$ cat src/rtl/washer_pkg.sv
// Shared definitions for the washing-machine water inlet scheduler.
//   DefNMach       : default number of machines sharing the inlet valve
//   DefTickDiv     : default clk cycles per time tick
//   DefFillTimeout : default maximum fill duration in ticks
//   fill_state_e   : scheduler FSM state encoding
package washer_pkg;

    localparam int unsigned DefNMach       = 4;
    localparam int unsigned DefTickDiv     = 20000000;
    localparam int unsigned DefFillTimeout = 30;

    typedef enum logic [1:0] {
        StIdle,
        StFill,
        StClose
    } fill_state_e;

endpackage

$ cat src/rtl/tick_prescaler.sv
// Free-running tick prescaler with synchronous clear.
//   clk     : clock, rising edge
//   reset_n : asynchronous active-low reset
//   clr_i   : synchronous clear, counter returns to 0 on the next edge
//   tick_o  : high for one cycle while the counter sits at TICK_DIV-1
module tick_prescaler
    import washer_pkg::*;
#(
    parameter int unsigned TICK_DIV = DefTickDiv
) (
    input  logic clk,
    input  logic reset_n,
    input  logic clr_i,
    output logic tick_o
);

    localparam int unsigned    CntW   = (TICK_DIV > 1) ? $clog2(TICK_DIV) : 1;
    localparam logic [CntW-1:0] CntMax = CntW'(TICK_DIV - 1);

    logic [CntW-1:0] cnt_q, cnt_d;

    assign tick_o = (cnt_q == CntMax);

    always_comb begin
        cnt_d = cnt_q + 1'b1;
        if (clr_i || tick_o) begin
            cnt_d = '0;
        end
    end

    always_ff @(posedge clk or negedge reset_n) begin
        if (!reset_n) begin
            cnt_q <= '0;
        end else begin
            cnt_q <= cnt_d;
        end
    end

endmodule

$ cat src/rtl/water_fill_scheduler.sv
// Round-robin scheduler sharing one water inlet valve among N_MACH machines.
//   clk        : clock, rising edge
//   reset_n    : asynchronous active-low reset
//   power      : global enable, low forces IDLE
//   fill_req   : per-machine request for water
//   water_full : per-machine level sensor
//   fault_clr  : per-machine fault clear (set wins on collision)
//   valve_open : main inlet valve drive
//   valve_sel  : one-hot routing to the granted machine
//   fill_done  : one-cycle pulse when the granted machine reports full
//   fault      : sticky per-machine fill-timeout flag
//   busy       : high whenever the FSM is not IDLE
module water_fill_scheduler
    import washer_pkg::*;
#(
    parameter int unsigned N_MACH       = DefNMach,
    parameter int unsigned TICK_DIV     = DefTickDiv,
    parameter int unsigned FILL_TIMEOUT = DefFillTimeout
) (
    input  logic              clk,
    input  logic              reset_n,
    input  logic              power,
    input  logic [N_MACH-1:0] fill_req,
    input  logic [N_MACH-1:0] water_full,
    input  logic [N_MACH-1:0] fault_clr,
    output logic              valve_open,
    output logic [N_MACH-1:0] valve_sel,
    output logic [N_MACH-1:0] fill_done,
    output logic [N_MACH-1:0] fault,
    output logic              busy
);

    localparam int unsigned      IdxW    = (N_MACH > 1) ? $clog2(N_MACH) : 1;
    localparam int unsigned      TckW    = (FILL_TIMEOUT > 0) ? $clog2(FILL_TIMEOUT + 1) : 1;
    localparam logic [TckW-1:0]  TckLast = TckW'(FILL_TIMEOUT - 1);
    localparam logic [N_MACH-1:0] OneHot0 = N_MACH'(1);

    fill_state_e       state_q, state_d;
    logic [IdxW-1:0]   grant_q, grant_d;
    logic [IdxW-1:0]   rr_q, rr_d;
    logic [N_MACH-1:0] fault_q, fault_d, fault_set;
    logic [TckW-1:0]   tcnt_q, tcnt_d;
    logic              tick;
    logic              timeout;

    // Prescaler is held cleared outside FILL so every fill starts from a fresh tick phase.
    tick_prescaler #(
        .TICK_DIV (TICK_DIV)
    ) u_prescaler (
        .clk     (clk),
        .reset_n (reset_n),
        .clr_i   (state_q != StFill),
        .tick_o  (tick)
    );

    // Timeout fires on the tick that would bring the counter to FILL_TIMEOUT,
    // so the valve is open for exactly FILL_TIMEOUT * TICK_DIV cycles.
    assign timeout = tick && (tcnt_q == TckLast);

    always_comb begin
        tcnt_d = '0;
        if (state_q == StFill) begin
            tcnt_d = tick ? tcnt_q + 1'b1 : tcnt_q;
        end
    end

    // Round-robin search of eligible requesters starting at rr_q.
    logic [N_MACH-1:0] elig;
    logic              found;
    logic [IdxW-1:0]   pick;
    logic [IdxW-1:0]   idx;

    assign elig = fill_req & ~fault_q;

    always_comb begin
        found = 1'b0;
        pick  = '0;
        idx   = '0;
        for (int unsigned i = 0; i < N_MACH; i++) begin
            idx = IdxW'((32'(rr_q) + i) % N_MACH);
            if (!found && elig[idx]) begin
                found = 1'b1;
                pick  = idx;
            end
        end
    end

    always_comb begin
        state_d   = state_q;
        grant_d   = grant_q;
        rr_d      = rr_q;
        fault_set = '0;
        fill_done = '0;
        if (!power) begin
            state_d = StIdle;
        end else begin
            unique case (state_q)
                StIdle: begin
                    if (found) begin
                        state_d = StFill;
                        grant_d = pick;
                    end
                end
                StFill: begin
                    if (water_full[grant_q]) begin
                        fill_done[grant_q] = 1'b1;
                        state_d            = StClose;
                    end else if (!fill_req[grant_q]) begin
                        state_d = StClose;
                    end else if (timeout) begin
                        fault_set[grant_q] = 1'b1;
                        state_d            = StClose;
                    end
                end
                StClose: begin
                    rr_d    = (grant_q == IdxW'(N_MACH - 1)) ? '0 : grant_q + 1'b1;
                    state_d = StIdle;
                end
                default: state_d = StIdle;
            endcase
        end
        fault_d = (fault_q & ~fault_clr) | fault_set;
    end

    always_ff @(posedge clk or negedge reset_n) begin
        if (!reset_n) begin
            state_q <= StIdle;
            grant_q <= '0;
            rr_q    <= '0;
            fault_q <= '0;
            tcnt_q  <= '0;
        end else begin
            state_q <= state_d;
            grant_q <= grant_d;
            rr_q    <= rr_d;
            fault_q <= fault_d;
            tcnt_q  <= tcnt_d;
        end
    end

    // Valve drive decodes straight from the state register so reset closes it at once.
    assign valve_open = (state_q == StFill);
    assign valve_sel  = valve_open ? (OneHot0 << grant_q) : '0;
    assign fault      = fault_q;
    assign busy       = (state_q != StIdle);

endmodule

$ cat config.mk
export PLATFORM = sky130hd
export DESIGN_NAME = water_fill_scheduler
export DESIGN_NICKNAME = d
export VERILOG_FILES = /design/src/rtl/washer_pkg.sv /design/src/rtl/tick_prescaler.sv /design/src/rtl/water_fill_scheduler.sv
export SDC_FILE = /design/constraint.sdc
export NUM_CORES = 1
export LEC_CHECK = 0
export CAP_MARGIN = 20
export CORE_UTILIZATION = 59
export DETAILED_ROUTE_END_ITERATION = 6
export GPL_ROUTABILITY_DRIVEN = 0
export GPL_TIMING_DRIVEN = 0
export PLACE_DENSITY = 0.84
export SLEW_MARGIN = 15
export SYNTH_ARGS = -nofsm -noshare
export SYNTH_HDL_FRONTEND = slang
export SYNTH_SLANG_ARGS = --single-unit
$ cat constraint.sdc
create_clock -name clk -period 5.78 [get_ports clk]
set_clock_uncertainty 0.05 [all_clocks]
set_input_delay 1.734 -clock clk [delete_from_list [all_inputs] [get_ports clk]]
set_output_delay 1.734 -clock clk [all_outputs]
set_load 0.02 [all_outputs]
# Yosys cells after proc, flatten, opt, wreduce, memory -nomap -nowiden
# Index checks and enable logic that the tools add are counted.
# totals
reg_bits	40
in_bits	15
wordCells	88
# classes
n_addsub	6
order_cmp	6
n_eq_ne	9
shifts	1
muxes	41
bitwise_logic	5
n_reduce_logical	14
# op_table
op	count
$mux W4	9
$add A25 B1 Y25 const B	1
$eq A25 B25 Y1 const B	1
$mux W25	1
$mux W2	10
$lt A2 B3 Y1 const B	5
$bmux W1 S2	6
$mux W1	11
$mux W5	2
$and A4 B4 Y4	2
$not A4 Y4	2
$add A5 B1 Y5 const B	1
$eq A5 B5 Y1 const B	1
$logic_and A1 B1 Y1	5
$ne A5 B5 Y1 const B	1
$add A2 B1 Y2 const B	2
$add A2 B2 Y2 const B	2
$eq A2 B2 Y1 const B	2
$ne A2 B1 Y1 const B	2
$or A4 B4 Y4	1
$pmux W2 S2	1
$reduce_and A2 Y1	2
$shl A1 B2 Y4 const A	1
$logic_not A1 Y1	3
other kinds (8)	8

# Depth between registers and ports, before layout
# Gate-level depths: netlist (run 1).
# depth
word_depth	17
ltp_mapped	6
mapped_depth_nobuf	6

# Cells and area by module
# Synthesis (run 1) repeated with hierarchy kept, for this count alone.
# unflattened
hier_cells	232
hier_area_um2	2274.7
# modules_own_cells
module	instances	cells_per_inst	area_each_um2	seq_area_each_um2
tick_prescaler	1	137	1298.7	625.6
water_fill_scheduler	1	95	975.9	375.4

# Worst setup path before layout (run 1)
# OpenSTA, ideal clock, no wires.
# synth_timing
path_kind	input to output
from	input water_full[3]
to	output fill_done[0]
arrival_time_ps	2601
path_slack_ps	1395
cell_stages	3
path_cell_list	mux4_2 and3_1 and2_1
# synth_between
elab_chain_cells	5
# synth_lines
item	line	text
start, declared	water_fill_scheduler.sv:24	input logic [N_MACH-1:0] water_full,
$bmux W1 S2	water_fill_scheduler.sv:105	if (water_full[grant_q]) begin
$mux W1 (implied by the code)	water_fill_scheduler.sv:105	
$mux W4	water_fill_scheduler.sv:105	
$mux W4	water_fill_scheduler.sv:97	unique case (state_q)
$mux W4	water_fill_scheduler.sv:94	if (!power) begin
end, declared	water_fill_scheduler.sv:28	output logic [N_MACH-1:0] fill_done,
# No other way between the ends. The select of a mux whose other input is x is not followed.

# Worst setup path after layout (run 1)
# layout_timing
from	input water_full[0]
to	output fill_done[0]
# Same word-level chain as after synthesis.

==> flow_summary.json, run 1 <==
{
  "status": "finished, final reports clean",
  "critPathMaxFanout": 4,
  "syn_nets": 260,
  "dieArea_um2": 4060,
  "first_pass_iters": 4,
  "peakVddDrop_v": 0.000212,
  "via_per_inst": 5.89,
  "timing.hold.ws_ns": 0.462,
  "rows": 22,
  "drt_iter0_drc": 114,
  "yosysTopAreaCellShare": 0.445,
  "timing.final.crit_share": 0.922,
  "synthCells": 238,
  "htree_num_levels": 2,
  "rsz0062_at_grt": "no",
  "layout-drive-gt1-share": 0.0764,
  "crit_type": "input pin to output port",
  "tritoncts": "yes",
  "port_buffers": 28,
  "fill_cells": 281,
  "r2r-end": "u_prescaler.cnt_q[4]$_DFF_PN0_",
  "grt.overflow.total": 0,
  "cp_common_cell": "clkdlybuf4s50_1",
  "grt_pass1_wl_um": 8510,
  "startpoint_type": "input pin",
  "wl_per_cell_um": 15.5,
  "cts-root-buf": "clkbuf_8",
  "hp-class": "flop to flop",
  "fmax_mhz": 188,
  "synth_area_um2": 2250,
  "final_antenna_net_count": 0,
  "cts_buffers": 5,
  "min_from": "u_prescaler.cnt_q[0]$_DFF_PN0_",
  "slew_violations": 0,
  "cts-resized-gates": 0,
  "power_mw": 0.707,
  "die_h_um": 63.7,
  "setup_tns_ns": 0,
  "ff2ff_path_depth": 6,
  "ys_top_cells_by_area": "dfrtp_1 (45%), a21oi_1 (4.5%), ha_1 (3.9%)",
  "critPathSlowestCell": "clkdlybuf4s50_1",
  "cp_data_arrival_time_ns": 3.55,
  "layout_min_cycle_time_ns": 5.33,
  "die_w_um": 63.7,
  "critPathCaptureType": "output port",
  "r2r_slack_ns": 3.30,
  "remaining_drc_errors": 0,
  "cts_buffer_depth": 2,
  "dp_cells": 315,
  "required_ns": 4.00,
  "yosysWarningCount": 0,
  "synth_seq_cells": 40,
  "syn_to_final_growth_pct": 20.2,
  "synth-seq-area-share": 0.445,
  "yosys.cell_types.count": 43,
  "grt_usage": 0.273,
  "worstPathCellList": "clkdlybuf4s50_1, mux4_2, and3_1, and2_1, clkdlybuf4s50_1",
  "clk_pin_slew_ns": 0.07,
  "relSlewSlack": 0.341,
  "holdPathEnd": "u_prescaler.cnt_q[0]$_DFF_PN0_",
  "dp_slack_ns": 0.445,
  "r2r_start": "u_prescaler.cnt_q[17]$_DFF_PN0_",
  "num-nets-final": 296,
  "grt_max_degree": 22,
  "coreArea_um2": 3660,
  "insertion_delay_ns": 0.29,
  "vias": 1901,
  "p_per_area_nw_per_um2": 262,
  "postCtsHoldBufs": 0,
  "setup_viol": 0,
  "initial_utilization": 0.614,
  "maxCapViolCount": 0,
  "num_io_pins": 29,
  "hold_viol": 0,
  "slowest_delay_ns": 0.55,
  "synth_top_area_cell": "dfrtp_1",
  "antenna_found_initial": 0,
  "grt_pass1_vias": 1846,
  "avgSynthCellArea_um2": 9.44,
  "clock-sinks": 40,
  "fin_cells": 323,
  "dp_hpwl_um": 3660,
  "power.leakage_nw": 1.03,
  "cts_setup_buffers": 0,
  "worstMarginPinSlew_ns": 0.976,
  "fin_ws_ns": 0.448,
  "diodes": 0,
  "totalWireLength_um": 5010,
  "hold_depth": 1
}
==> sequential cells by signal (all words and copies together) (netlist names) <==
name / flops
u_prescaler.cnt_q: 25
tcnt_q: 5
fault: 4
grant_q: 2
rr_q: 2
state_q: 2
==> power breakdown <==
part | switching (mW) | internal [mW] | leakage (nW)
clock network | 0.0910 | 0.0974 | 0.0455
logic | 0.102 | 0.0847 | 0.437
registers | 0.0323 | 0.300 | 0.550
total | 0.226 | 0.482 | 1.03
==> cell usage after synthesis (all sizes together) <==
cell    number
o22ai        4
or2          1
mux2         1
nand3       13
nor3         4
a221oi       1
nand4b       1
xor2         2
o41ai        2
or3b         1
dfrtp       40
nor4bb       2
nand3b       2
a21bo        1
inv         19
buf          3
nor3b        2
mux2i        1
nor2b        5
nand4        4
xnor2        8
and4         3
and2         4
or3         11
nand2       11
ha           7
nand2b       1
or4         10
o21ai       12
clkbuf       5
o31ai        9
nor4b        2
nor4         3
a21oi       21
mux4         2
nor2        18
and3         1
and4b        1
==> worst max-delay path by stage <==
stage	startpoint	end	cells after the start
2_1_floorplan	water_full[3]	fill_done[0]	3
3_3_place_gp	water_full[3]	fill_done[3]	5
3_5_place_dp	water_full[0]	fill_done[0]	5
4_1_cts	water_full[0]	fill_done[0]	5
5_1_grt	water_full[3]	fill_done[0]	5
6_report	water_full[0]	fill_done[0]	5
==> critical path, delay by kind of cell <==
family | cells | cell delay [ns]
multiplexers | 1 | 0.47
AND/OR/NAND/NOR | 2 | 0.39
buffers and inverters | 2 | 0.95
==> routing by layer <==
layer	vias to the layer above	GRT usage	share of wire
met2	45	0.439	0.48
met1	916	0.368	0.47
li1	936	-	-
met5	-	0	0
met3	4	0.0580	0.040
met4	0	0.0795	0.0082
==> stage by stage <==
stage	utilization	cell area, µm²
global placement	0.707	2590
global route	0.738	2700
floorplan	-	2250
CTS	0.738	2700
finish	0.738	2700
detailed placement	0.713	2610
==> cell families (layout without fill, tap and decap cells) <==
| family | count (synthesis) | in the layout | synth area share |
|---|---|---|---|
| buf+inv | 27 | 64 | 0.0496 |
| flops | 40 | 40 | 0.445 |
| compound gates | 50 | 50 | 0.133 |
| simple gates | 100 | 100 | 0.265 |
| mux | 4 | 4 | 0.0295 |
| xor+xnor | 10 | 10 | 0.0390 |
| fa+ha+maj | 7 | 7 | 0.0390 |
==> final cells by class <==
class | count | area, µm² | share of cell area
inverters | 19 | 71.3 | 0.0264
repair buffers | 29 | 303 | 0.112
clock buffers | 8 | 90.1 | 0.0334
well taps | 48 | 60.1 | 0.0222
plain buffers | 8 | 40.0 | 0.0148
flip-flops and latches | 40 | 1000 | 0.371
multi-input cells | 171 | 1130 | 0.420
==> layout by cell type, fill, tap and decap left out, drive strengths merged, types with 3 or more instances in the layout <==
| master | n |
|---|---|
| dfrtp | 40 |
| clkdlybuf4s50 | 27 |
| a21oi | 21 |
| inv | 19 |
| nor2 | 18 |
| nand3 | 13 |
| clkbuf | 13 |
| o21ai | 12 |
| nand2 | 11 |
| or3 | 11 |
| or4 | 10 |
| o31ai | 9 |
| xnor2 | 8 |
| ha | 7 |
| nor2b | 5 |
| buf | 5 |
| nor3 | 4 |
| and2 | 4 |
| o22ai | 4 |
| nand4 | 4 |
| and4 | 3 |
| nor4 | 3 |
No activity file was read; power rests on OpenSTA's default activity.
==> run 2: changes to the inputs <==
Settings changed: ABC_AREA set to 1, CORE_UTILIZATION 59 to 61, HOLD_SLACK_MARGIN set to 0.05, PLACE_DENSITY 0.84 to 0.85.
==> run 2 against run 1 <==
  * Non-clock buffer count shrank 3
  * Clock power grew 25%
  * Combinational power grew 140%
  * Design area grew 15%
  * Fmax grew 4.7%
  * Largest power group is now combinational cells
  * Setup slack gained 0.24 ns
  * Synthesized area grew 17%
  * Core utilization grew 2.6 points
  * First-iteration DRC count grew 100%
==> flow_summary.json, run 2 <==
{
  "synth.most_common_cell": "nand2_1",
  "cts-resized-gates": 0,
  "dp_hpwl_um": 4660,
  "design_area_um2": 3100,
  "synth_common_cells": "nand2_1 (84), nor2_1 (61), inv_1 (43), dfrtp_1 (40), nand3_1 (38)",
  "timing.final.crit_share": 0.881,
  "antenna_found_initial": 0,
  "worstMarginPinSlew_ns": 0.397,
  "crit_type": "input pin to output port",
  "status": "finished, final reports clean",
  "yosys.cell_types.count": 35,
  "power.leakage_nw": 1.36,
  "ys_top_cells_by_area": "dfrtp_1 (38%), nand2_1 (12%), nor2_1 (8.7%)",
  "layout_min_cycle_time_ns": 5.09,
  "cts-root-buf": "clkbuf_8",
  "totalWireLength_um": 6010,
  "tritoncts": "yes",
  "power_frac_clock": 0.227,
  "maxCapViolCount": 0,
  "layout-drive-gt1-share": 0.0884,
  "synthCells": 359,
  "synth_edf_count": 0,
  "dieArea_um2": 4570,
  "grt_usage": 0.293,
  "synth_seq_cells": 40,
  "final_antenna_net_count": 0,
  "via_per_inst": 5.46,
  "grt.overflow.total": 0,
  "cp_data_arrival_time_ns": 3.31,
  "synth_area_um2": 2620,
  "grt_pass1_wl_um": 9990,
  "slew_violations": 0,
  "clk_pin_slew_ns": 0.08,
  "clock-sinks": 40,
  "hp-class": "flop to flop",
  "wl_per_cell_um": 13.5,
  "num-nets-final": 417,
  "yosysTopAreaCellShare": 0.381,
  "htree_num_levels": 2,
  "drt_iter0_drc": 229,
  "die_w_um": 67.6,
  "synth_top_area_cell": "dfrtp_1",
  "combPwrFrac": 0.442,
  "p_sw_frac": 0.416,
  "fmax_mhz": 196,
  "rsz0062_at_grt": "no",
  "setup_tns_ns": 0,
  "cts_buffers": 5,
  "layout_common_cells": "nand2_1 (84), nor2_1 (61), inv_1 (43), dfrtp_1 (40), nand3_1 (38)",
  "diodes": 0,
  "startpoint_type": "input pin",
  "p_seq_frac": 0.330,
  "die_h_um": 67.6,
  "synth-seq-area-share": 0.381,
  "peakVddDrop_v": 0.000196,
  "grt_pass1_vias": 2203,
  "rows": 23,
  "insertion_delay_ns": 0.30,
  "final_common_cell": "nand2_1",
  "largest_register": "u_prescaler.cnt_q",
  "setup_viol": 0,
  "port_buffers": 28,
  "postCtsHoldBufs": 0,
  "intPower_mw": 0.602,
  "hold_viol": 0,
  "ys.flop_type": "dfrtp_1",
  "cts_setup_buffers": 0,
  "p_sw_mw": 0.430,
  "relSlewSlack": 0.734,
  "first_pass_iters": 4,
  "syn_nets": 381,
  "p_per_area_nw_per_um2": 333,
  "largest_register_ffs": 25,
  "synthArstFlopShare": 1.00,
  "dpl_cell_area_um2": 2980,
  "critPathMaxFanout": 5,
  "critPathCaptureType": "output port",
  "coreArea_um2": 4060,
  "num_io_pins": 29,
  "required_ns": 4.00,
  "initial_utilization": 0.647,
  "cts_buffer_depth": 2,
  "grt_max_degree": 28,
  "avgSynthCellArea_um2": 7.31,
  "yosysWarningCount": 0,
  "vias": 2434,
  "remaining_drc_errors": 0,
  "syn_to_final_growth_pct": 18.0
}
==> run 2: layout make-up <==
| cell class | count | area (µm²) |
|---|---|---|
| inverters | 48 | 181 |
| fillers | 317 | 961 |
| plain buffers | 5 | 48.8 |
| flip-flops and latches | 40 | 1000 |
| clock buffers | 5 | 68.8 |
| clock inverters | 3 | 46.3 |
| repair buffers | 29 | 295 |
| multi-input cells | 266 | 1390 |
| well taps | 50 | 62.6 |
==> run 2: cells by family (layout without fill, tap and decap cells) <==
family	after synthesis	in the layout	synth area share
xor gates and xnor gates	19	19	0.0634
DFF	40	40	0.381
AOI/OAI and AO/OA	23	23	0.0534
and+or+nand+nor	217	217	0.381
buffers and inverters	53	90	0.0877
adders and majority gates	7	7	0.0334
==> run 2: routing by layer <==
layer | wire [µm] | global-route usage | vias up
met5 | 0 | 0 | -
li1 | - | - | 1215
met4 | 150 | 0.109 | 0
met1 | 2660 | 0.358 | 1139
met3 | 292 | 0.0709 | 14
met2 | 2910 | 0.494 | 66
==> run 2: stage by stage <==
step / power [mW] / hold WS (ns) / utilization / setup slack (ns) / std cells
floorplan: 0.671 / 0.436 / - / 1.41 / 359
global placement: 0.790 / 0.481 / 0.731 / 0.725 / 437
detailed placement: 0.798 / 0.486 / 0.735 / 0.715 / 438
CTS: 1.03 / 0.498 / 0.763 / 0.694 / 446
global route: 1.11 / 0.530 / 0.763 / 0.593 / 446
finish: 1.03 / 0.507 / 0.763 / 0.688 / 446
==> run 2: path summary, 6_finish.rpt <==
path | cells past startpoint | start | end | slack, ns
min in group asynchronous | 1 | reset_n | u_prescaler.cnt_q[15]$_DFF_PN0_ | 1.27
hold / removal | 2 | u_prescaler.cnt_q[24]$_DFF_PN0_ | u_prescaler.cnt_q[24]$_DFF_PN0_ | 0.51
setup / recovery | 6 | water_full[1] | fill_done[1] | 0.69
max in group asynchronous | 2 | reset_n | u_prescaler.cnt_q[22]$_DFF_PN0_ | 3.97
setup reg to reg | 9 | u_prescaler.cnt_q[0]$_DFF_PN0_ | u_prescaler.cnt_q[14]$_DFF_PN0_ | 3.80
hold reg to reg | 2 | u_prescaler.cnt_q[24]$_DFF_PN0_ | u_prescaler.cnt_q[24]$_DFF_PN0_ | 0.51
==> run 2: critical path, cell delays in order <==
cell             delay [ns]
clkdlybuf4s50_1        0.46
nand2_1                0.05
nand3_1                0.08
nand2_1                0.12
nor4_1                 0.21
clkdlybuf4s50_1        0.66
==> run 2: power groups by stage <==
stage               sequential, mW  combinational [mW]  clock (mW)
global placement             0.344               0.445           0
floorplan                    0.337               0.334           0
finish                       0.341               0.457       0.235
detailed placement           0.346               0.453           0
global route                 0.345               0.513       0.249
CTS                          0.340               0.456       0.237
==> run 3: changes to the inputs <==
Settings changed: MAX_ROUTING_LAYER set to met4.
==> run 3 against run 2 <==
  * Sequential share of layout area stayed put
  * Die area stayed put
  * Global-route usage is 0.93 points higher
  * Power is 0.23% higher
  * First-iteration DRC count is 5.7% higher
  * Combinational power hardly changed
  * Sequential power hardly changed
  * Critical path depth stayed put
  * Via count is 0.16% lower
  * Count of clock-buffer cells in the layout stayed put
  * Flip-flop and latch count stayed put
==> flow_summary.json, run 3 (synthesis results as in run 2) <==
{
  "grt_max_degree": 28,
  "dp_cells": 438,
  "fin_cells": 446,
  "crit_type": "input pin to output port",
  "peakVddDrop_v": 0.000196,
  "rsz0062_at_grt": "no",
  "vias": 2430,
  "critPathCaptureType": "output port",
  "fmax_mhz": 196,
  "die_w_um": 67.6,
  "clock-sinks": 40,
  "via_per_inst": 5.45,
  "coreArea_um2": 4060,
  "ff2ff_path_depth": 9,
  "required_ns": 4.00,
  "totalWireLength_um": 6030,
  "timing.hold.ws_ns": 0.504,
  "wl_per_cell_um": 13.5,
  "antenna_found_initial": 0,
  "p_per_area_nw_per_um2": 334,
  "clk_pin_slew_ns": 0.09,
  "setup_viol": 0,
  "layout-drive-gt1-share": 0.0884,
  "num-nets-final": 417,
  "rows": 23,
  "hold_viol": 0,
  "cp_data_arrival_time_ns": 3.31,
  "largest_register": "u_prescaler.cnt_q",
  "grt_pass1_vias": 2211,
  "remaining_drc_errors": 0,
  "power_mw": 1.03,
  "hold_depth": 1,
  "grt.overflow.total": 0,
  "grt_usage": 0.302,
  "timing.final.crit_share": 0.882,
  "insertion_delay_ns": 0.30,
  "postCtsHoldBufs": 0,
  "layout_common_cells": "nand2_1 (84), nor2_1 (61), inv_1 (43), dfrtp_1 (40), nand3_1 (38)",
  "utilization": 0.763,
  "cts_buffers": 5,
  "dp_hpwl_um": 4660,
  "initial_utilization": 0.647,
  "relSlewSlack": 0.731,
  "worstMarginPinSlew_ns": 0.400,
  "hp-class": "flop to flop",
  "final_common_cell": "nand2_1",
  "fill_cells": 317,
  "tritoncts": "yes",
  "critPathMaxFanout": 5,
  "startpoint_type": "input pin",
  "layout_min_cycle_time_ns": 5.10,
  "num_io_pins": 29,
  "cts_buffer_depth": 2,
  "cts-resized-gates": 0,
  "drt_iter0_drc": 242,
  "largest_register_ffs": 25,
  "die_h_um": 67.6,
  "multiInputGateArea_um2": 1390,
  "cts_setup_buffers": 0,
  "r2r_slack_ns": 3.80,
  "slew_violations": 0,
  "setup_tns_ns": 0,
  "power.leakage_nw": 1.36,
  "area.sequential_um2": 1000,
  "status": "finished, final reports clean",
  "grt_pass1_wl_um": 10000,
  "diodes": 0,
  "final_antenna_net_count": 0,
  "cts-root-buf": "clkbuf_8",
  "syn_to_final_growth_pct": 18.0,
  "first_pass_iters": 4,
  "dieArea_um2": 4570,
  "htree_num_levels": 2,
  "maxCapViolCount": 0,
  "port_buffers": 28
}
## run 3: cell counts in the layout (fill, tap and decap cells not counted)
No cell type changed its count.
## run 3: per-layer routing
metal  track usage  up-vias  wire (µm)
li1              -     1213          -
met1         0.364     1139       2660
met2         0.494       64       2910
met3        0.0642       14        307
met4         0.109        0        150
met5             -        -          0
## run 3: area by class of cell
cell class              instances  area share
plain buffers                   5      0.0158
clock buffers                   5      0.0222
inverters                      48      0.0586
well taps                      50      0.0202
clock inverters                 3      0.0149
flip-flops and latches         40       0.323
repair buffers                 29      0.0954
multi-input cells             266       0.450
## run 3: through the flow
step | worst slack (ns) | cell area (µm²)
after detailed placement | 0.715 | 2980
after floorplan | 1.41 | 2620
after global placement | 0.725 | 2970
after global routing | 0.592 | 3100
after CTS | 0.694 | 3100
final | 0.683 | 3100
## run 3: where the power goes
part	switching [mW]	internal [mW]
Sequential	0.0321	0.309
Clock	0.106	0.130
Combinational	0.294	0.163
## run 3: path summary, 6_finish.rpt
kind | to | from
worst max-delay path | fill_done[0] | water_full[1]
worst min-delay path | u_prescaler.cnt_q[0]$_DFF_PN0_ | u_prescaler.cnt_q[0]$_DFF_PN0_
worst max register to register | u_prescaler.cnt_q[9]$_DFF_PN0_ | u_prescaler.cnt_q[0]$_DFF_PN0_
worst min register to register | u_prescaler.cnt_q[0]$_DFF_PN0_ | u_prescaler.cnt_q[0]$_DFF_PN0_
max in group asynchronous | grant_q[1]$_DFFE_PN0P_ | reset_n
min in group asynchronous | u_prescaler.cnt_q[15]$_DFF_PN0_ | reset_n
## run 3: worst max-delay path, stage by stage
cell	delay (ns)
clkdlybuf4s50_1	0.46
nand2_1	0.05
nand3_1	0.08
nand2_1	0.12
nor4_1	0.22
clkdlybuf4s50_1	0.65
